<file path="config.mk">
export PLATFORM = sky130hd
export DESIGN_NAME = regressor_gate_gen
export DESIGN_NICKNAME = d
export VERILOG_FILES = /design/src/rtl/regressor_gate_gen_pkg.sv /design/src/rtl/regressor_gate_gen_tap_mag_cmp.sv /design/src/rtl/regressor_gate_gen.sv
export SDC_FILE = /design/constraint.sdc
export NUM_CORES = 1
export LEC_CHECK = 0
export CAP_MARGIN = 5
export CORE_UTILIZATION = 48
export CTS_CLUSTER_SIZE = 20
export DETAILED_ROUTE_END_ITERATION = 8
export PLACE_DENSITY = 0.77
export SLEW_MARGIN = 0
export SYNTH_ARGS = -nofsm -noshare
export SYNTH_HDL_FRONTEND = slang
export SYNTH_SLANG_ARGS = --single-unit
</file>
<file path="constraint.sdc">
create_clock -name clk -period 10.3 [get_ports clk]
set_input_delay 2.06 -clock clk [delete_from_list [all_inputs] [get_ports clk]]
set_output_delay 2.06 -clock clk [all_outputs]
set_load 0.02 [all_outputs]
</file>
<file path="src/rtl/regressor_gate_gen_pkg.sv">
// Shared filter parameters for the DHSAF-II-CG front end: default word/tap geometry
// and the counter-width helper used for fill and active-lane counts.
package regressor_gate_gen_pkg;

    localparam int DEF_WIDTH = 16;
    localparam int DEF_QP    = 12;
    localparam int DEF_LEN   = 8;
    localparam int DEF_CNT_W = $clog2(DEF_LEN + 1);

    function automatic int cnt_w(input int len);
        return $clog2(len + 1);
    endfunction

endpackage

</file>
<file path="src/rtl/regressor_gate_gen_tap_mag_cmp.sv">
// Per-lane magnitude gate: |sample| (WIDTH-bit unsigned, no saturation) >= thresh.
module tap_mag_cmp #(
    parameter int WIDTH = 16
) (
    input  logic signed [WIDTH-1:0] sample,
    input  logic        [WIDTH-1:0] thresh,
    output logic                    ge
);

    logic [WIDTH-1:0] mag;

    // Most-negative input negates to itself, which is exactly 2^(WIDTH-1) unsigned.
    always_comb begin
        mag = sample[WIDTH-1] ? $unsigned(-sample) : $unsigned(sample);
        ge  = (mag >= thresh);
    end

endmodule

</file>
<file path="src/rtl/regressor_gate_gen.sv">
// Regressor tapped delay line with a cycle-aligned per-lane multiplier gate mask
// (lanes off when unfilled or below the magnitude threshold).
module regressor_gate_gen
    import regressor_gate_gen_pkg::*;
#(
    parameter int WIDTH = DEF_WIDTH,
    parameter int QP    = DEF_QP,
    parameter int LEN   = DEF_LEN
) (
    input  logic                      clk,
    input  logic                      reset,
    input  logic                      in_valid,
    input  logic signed [WIDTH-1:0]   x_in,
    input  logic                      flush,
    input  logic                      gate_mode,
    input  logic        [WIDTH-1:0]   thresh,
    output logic [LEN*WIDTH-1:0]      vec_packed,
    output logic [LEN*WIDTH-1:0]      mult_out_en,
    output logic                      fill_done,
    output logic [cnt_w(LEN)-1:0]     active_count
);

    localparam int CNT_W = cnt_w(LEN);

    if (LEN < 2 || QP < 0 || QP >= WIDTH) begin : g_bad_cfg
        $error("regressor_gate_gen: invalid LEN/QP configuration");
    end

    logic signed [WIDTH-1:0] tap_p1  [LEN];
    logic signed [WIDTH-1:0] tap_nxt [LEN];
    logic [CNT_W-1:0]        fill_p1;
    logic [CNT_W-1:0]        fill_nxt;
    logic [CNT_W-1:0]        cnt_nxt;
    logic [LEN-1:0]          ge_nxt;
    logic [LEN-1:0]          en_nxt;
    logic [LEN-1:0]          en_p1;
    logic                    upd;

    // Stage 0: next tap contents and fill level (flush wins over shift, keeps the new sample)
    always_comb begin
        upd      = in_valid | flush;
        fill_nxt = fill_p1;
        for (int k = 0; k < LEN; k++) tap_nxt[k] = tap_p1[k];
        if (flush) begin
            for (int k = 0; k < LEN; k++) tap_nxt[k] = '0;
            fill_nxt = '0;
            if (in_valid) begin
                tap_nxt[0] = x_in;
                fill_nxt   = CNT_W'(1);
            end
        end else if (in_valid) begin
            tap_nxt[0] = x_in;
            for (int k = 1; k < LEN; k++) tap_nxt[k] = tap_p1[k-1];
            fill_nxt = (fill_p1 == CNT_W'(LEN)) ? fill_p1 : fill_p1 + CNT_W'(1);
        end
    end

    for (genvar k = 0; k < LEN; k++) begin : g_lane
        tap_mag_cmp #(.WIDTH(WIDTH)) u_cmp (
            .sample (tap_nxt[k]),
            .thresh (thresh),
            .ge     (ge_nxt[k])
        );
        assign vec_packed [k*WIDTH +: WIDTH] = tap_p1[k];
        assign mult_out_en[k*WIDTH +: WIDTH] = {WIDTH{en_p1[k]}};
    end

    always_comb begin
        en_nxt  = '0;
        cnt_nxt = '0;
        for (int k = 0; k < LEN; k++) begin
            en_nxt[k] = (CNT_W'(k) < fill_nxt) && (!gate_mode || ge_nxt[k]);
            cnt_nxt   = cnt_nxt + CNT_W'(en_nxt[k]);
        end
    end

    // Stage 1: taps, mask and counts registered together; idle cycles hold everything
    always_ff @(posedge clk or negedge reset) begin
        if (!reset) begin
            for (int k = 0; k < LEN; k++) tap_p1[k] <= '0;
            fill_p1      <= '0;
            en_p1        <= '0;
            fill_done    <= 1'b0;
            active_count <= '0;
        end else if (upd) begin
            for (int k = 0; k < LEN; k++) tap_p1[k] <= tap_nxt[k];
            fill_p1      <= fill_nxt;
            en_p1        <= en_nxt;
            fill_done    <= (fill_nxt == CNT_W'(LEN));
            active_count <= cnt_nxt;
        end
    end

endmodule

</file>
Yosys cells after proc, flatten, opt, wreduce, memory -nomap -nowiden:

Cells that the tools add are included.

* add/subtract/negate cells: 16
* order comparisons: 16
* eq/ne operators: 2
* mux-type cells: 15
* bitwise logic cells: 1
* reduce and logical (&&, ||, !) cells: 17

Operator list (number)
* $mux 128: 2
* $mux 16: 9
* $ge 16x16->1: 8
* $neg 16->16: 8
* $add 4x1->4: 4
* $lt 3x4->1 const A: 4
* $mux 4: 3
* $eq 4x4->1 const B: 2
* $logic_and 1x1->1: 8
* $logic_or 1x1->1: 8
* $lt 1x4->1 const A: 2
* $lt 2x4->1 const A: 2
* $add 3x1->4: 1
* $add 4x1->4 const B: 1
* $add 2x1->3: 1
* $add 1x1->2: 1
* $logic_not 1->1: 1
* $mux 1: 1
* $or 1x1->1: 1

* register bits after elaboration: 145
* input bits: 37
* output and inout bits: 261
* word-level logic and storage cells: 79

Logic depth before layout (Yosys ltp):

* depth after elaboration: 14
* depth in mapped cells: 31
* mapped depth without buffers: 24

Cells and area by module:

A second synthesis with hierarchy kept.

* cells, all modules: 1583
* area total of the unflattened synthesis: 13305.3 um^2

By module, submodules not included
* regressor_gate_gen: instances 1, cells each 791, area each 7689.9 um^2, sequential area each 3628.5 um^2
* tap_mag_cmp: instances 8, cells each 99, area each 701.9 um^2, sequential area each 0.0 um^2

Worst setup path before layout:

OpenSTA, ideal clock, no wires.

* kind: in2reg
* start point: in in_valid
* end point: reg active_count[2]
* setup time: 0.077 ns
* data arrival time: 8.155 ns
* data required time: 10.223 ns
* path slack: 2.068 ns
* stages on the path: 30
* buffers on the path: 7
* path through: buf_6 buf_6 buf_6 buf_4 buf_4 buf_4 buf_2 mux2i_1 nor2_1 inv_1 ha_1 o21ai_1 or4_4 or4b_4 o21ai_2 xnor2_1 ha_1 nand4_1 a2111o_1 a31oi_1 o21ai_0 fa_1 fa_1 fa_1 inv_1 ha_1 inv_1 fa_1 xor2_1 a21oi_1

* longest elaborated chain between the ends: 14
* elaborated cells on any way between the ends: 62
* those cells by class: add/sub (15); order compare (16); mux (14); bitwise (1); reduce/logical (16)

RTL lines
* from (decl): RTL line regressor_gate_gen.sv:12 `input logic in_valid,`
* $mux 128 / $mux 16 (equally long branches): RTL line regressor_gate_gen.sv:51, regressor_gate_gen.sv:47
* $mux 128: RTL line regressor_gate_gen.sv:44 `if (flush) begin`
* $neg 16->16: RTL line regressor_gate_gen_tap_mag_cmp.sv:14 `mag = sample[WIDTH-1] ? $unsigned(-sample) : $unsigned(sample);`
* $mux 16: RTL line regressor_gate_gen_tap_mag_cmp.sv:14
* $ge 16x16->1: RTL line regressor_gate_gen_tap_mag_cmp.sv:15 `ge = (mag >= thresh);`
* $logic_or 1x1->1: RTL line regressor_gate_gen.sv:72 `en_nxt[k] = (CNT_W'(k) < fill_nxt) && (!gate_mode || ge_nxt[k]);`
* $logic_and 1x1->1: RTL line regressor_gate_gen.sv:72
* $add 1x1->2: RTL line regressor_gate_gen.sv:73 `cnt_nxt = cnt_nxt + CNT_W'(en_nxt[k]);`
* $add 2x1->3: RTL line regressor_gate_gen.sv:73
* $add 3x1->4: RTL line regressor_gate_gen.sv:73
* $add 4x1->4 (4 in series): RTL line regressor_gate_gen.sv:73
* to (signal assigned): RTL line regressor_gate_gen.sv:90 `active_count <= cnt_nxt;`
* to (decl): RTL line regressor_gate_gen.sv:20 `output logic [cnt_w(LEN)-1:0] active_count`

Parallel ways exist; a longest one is shown, timed or not.
A chain may end at the register's enable or synchronous reset.

Final worst setup path:

Same ends and word-level chain as after synthesis.

==> impl_metrics.json <==
{
  "synthArstFlopShare": 1.00,
  "gp_congestion": 0.896,
  "path_max_fanout": 79,
  "core_area_um2": 26000,
  "grt_pass1_wl_um": 58700,
  "final.setup.tns_ps": 0,
  "diodes": 0,
  "setup_violations": 0,
  "nets": 1784,
  "via_per_inst": 5.90,
  "crit_required_ps": 10660,
  "ys_seq_elements": 145,
  "slowest_stage": "nor4_1",
  "dieArea_um2": 27000,
  "cts_made_buffers": 17,
  "grt_max_degree": 91,
  "drc_errors": 0,
  "leakage_nw": 7.13,
  "cp_top_family": "adder cells",
  "cts.clk_slew.worst_paths_ps": 60,
  "port_buffers": 297,
  "synth.avg_cell_area_um2": 8.70,
  "worstMarginPinSlew_ps": 1080,
  "h-tree-depth": 4,
  "clock_skew_ps": 6.79,
  "slew_viol_final": 0,
  "crit_chain": "buf_6 > or2_2 > buf_4 > o22ai_1 > nor4_1 > nand3_1 > o21ai_0 > xnor2_1 > ha_1 > nand4_1 > a2111o_1 > a31oi_1 > o21ai_0 > fa_1 > fa_1 > fa_1 > inv_1 > ha_1 > inv_1 > fa_1 > xor2_1 > a21oi_1",
  "drtIter0Drc": 992,
  "ios": 298,
  "synth-seq-area-share": 0.287,
  "slowest_delay_ps": 580,
  "clock_latency_ps": 440,
  "synth_ff_type": "dfrtp_1",
  "synth_top_area_cell": "dfrtp_1",
  "synth_top_area_frac": 0.287,
  "cp.arrival_ps": 8520,
  "fin_util": 0.597,
  "hpwlAfterDp_um": 28500,
  "period_needed_ps": 8150,
  "critical_path_class": "in -> reg",
  "track_usage": 0.283,
  "min_path_type": "reg -> reg",
  "cts-root-buf": "clkbuf_16",
  "drt_wl_total_um": 38300,
  "synthCells": 1454,
  "antenna_found_initial": 0,
  "report.final.hold_viol_count": 0,
  "synth_edf_count": 0,
  "dpl_cell_area_um2": 14900,
  "synthToLayoutAreaGrowth_pct": 22.6,
  "cts_tree": "done",
  "cts_resized": 0,
  "vias": 11500,
  "cts_num_sinks": 145,
  "layout-drive-gt1-share": 0.0409,
  "fin_hold_ws_ps": 472,
  "endpoint_kind": "flip-flop",
  "dieHeight_um": 164,
  "initial_core_util": 0.487,
  "ir_drop_mv": 0.107,
  "rrSetupSlack_ps": 4300,
  "grt-ovfl-total": 0,
  "grt_pass1_vias": 10600,
  "syn_nets": 1636,
  "drtAntennaViolNets": 0,
  "dieWidth_um": 164,
  "timing.fmax_ghz": 0.123,
  "postCtsHoldBufs": 0,
  "num_rows": 59,
  "synthDistinctLibCells": 63,
  "max_slew_margin": 0.277,
  "cts_setup_buffers": 0,
  "routedWlPerCell_um": 19.7,
  "fin_crit_sh": 0.792,
  "netlist_area_um2": 12600,
  "synth_warnings": 0,
  "firstDrtPassIters": 8,
  "start_kind": "primary input",
  "synth_commonest_cells": "210 x nor2_1, 145 x dfrtp_1, 141 x ha_1, 130 x buf_4, 115 x mux2i_1",
  "rsz0062_at_grt": "false",
  "powerDensity_nw_per_um2": 106,
  "critPathBufInv": 4,
  "synth.area.top_cells": "dfrtp_1 29%, ha_1 14%, mux2i_1 9.1%",
  "clockBufferDepth": 2,
  "cpMostUsedCell": "fa_1",
  "drv_cap": 0,
  "final_area_um2": 15500,
  "yosysMostFrequentCell": "nor2_1",
  "status": "completed"
}
cells by family (layout without fill, tap and decap cells):
logic type / count (synthesis) / count (layout) / share of synthesized area
AOI/OAI and AO/OA: 282 / 282 / 0.137
xor gates and xnor gates: 107 / 107 / 0.0741
adders and majority gates: 145 / 145 / 0.146
muxes: 116 / 116 / 0.0919
and+or+nand+nor: 418 / 418 / 0.150
DFF: 145 / 145 / 0.287
buffers and inverters: 241 / 402 / 0.114
cell type report:
cell class	count	area (um2)
Fill cell	2253	10500
Tap cell	335	419
Clock buffer	18	439
Sequential cell	145	3630
Inverter	66	248
Timing Repair Buffer	304	3040
Clock inverter	14	155
Multi-Input combinational cell	1068	7570
worst reg2reg max path: cells and delay by family, from the launching register on:
| kind | cells | cell delay, ps |
|---|---|---|
| adders and majority gates | 6 | 2320 |
| and+or+nand+nor | 6 | 1460 |
| AOI/OAI and AO/OA | 5 | 1230 |
| DFF | 1 | 430 |
| xor gates and xnor gates | 2 | 340 |
| buffers and inverters | 2 | 130 |
worst paths after layout:
| check | cells after the start | from | endpoint |
|---|---|---|---|
| max | 22 | in_valid | active_count[2]$_DFFE_PN0P_ |
| min | 2 | active_count[0]$_DFFE_PN0P_ | active_count[0]$_DFFE_PN0P_ |
| max reg2reg | 21 | vec_packed[0]$_DFFE_PN0P_ | active_count[2]$_DFFE_PN0P_ |
| min reg2reg | 2 | active_count[0]$_DFFE_PN0P_ | active_count[0]$_DFFE_PN0P_ |
| max in group asynchronous | 2 | reset | vec_packed[46]$_DFFE_PN0P_ |
| min in group asynchronous | 1 | reset | vec_packed[127]$_DFFE_PN0P_ |
layout by cell type, fill, tap and decap left out, types with 20 or more instances in the layout:
| cell | netlist | routed |
|---|---|---|
| o22ai_1 | 26 | 26 |
| xnor2_1 | 76 | 76 |
| nor4_1 | 20 | 20 |
| ha_1 | 141 | 141 |
| mux2i_1 | 115 | 115 |
| nor2_1 | 210 | 209 |
| nand3_1 | 22 | 22 |
| nand2_1 | 78 | 78 |
| inv_1 | 63 | 63 |
| xor2_1 | 31 | 31 |
| clkdlybuf4s50_1 | 0 | 294 |
| o21ai_0 | 95 | 95 |
| a21oi_1 | 63 | 63 |
| dfrtp_1 | 145 | 145 |
stage by stage:
step | power [mW] | worst slack, ps | instances
after floorplan | 0.886 | 2070 | 1454
after CTS | 1.65 | 2280 | 1950
after global placement | 1.01 | 2050 | 1918
final | 1.65 | 2150 | 1950
after detailed placement | 1.02 | 1830 | 1918
after global routing | 1.71 | 1750 | 1950
state kept, by name (all words and copies together) (netlist names):
name,cells
fill_done,1
vec_packed,128
active_count,4
fill_p1,4
en_p1,8
layer usage:
layer,global-route usage,part of all wire,up-vias
li1,-,-,5317
met1,0.381,0.43,5551
met2,0.462,0.47,560
met3,0.0328,0.071,86
met4,0.113,0.030,0
met5,0,0,-
power breakdown:
part           leakage, nW  total [mW]  switching [mW]  internal [mW]
Clock                0.276       0.638           0.272          0.366
Combinational         4.87       0.398           0.232          0.167
Sequential            1.99       0.614          0.0288          0.585
Total                 7.13        1.65           0.533           1.12
Power figures use the tool's default switching activity.
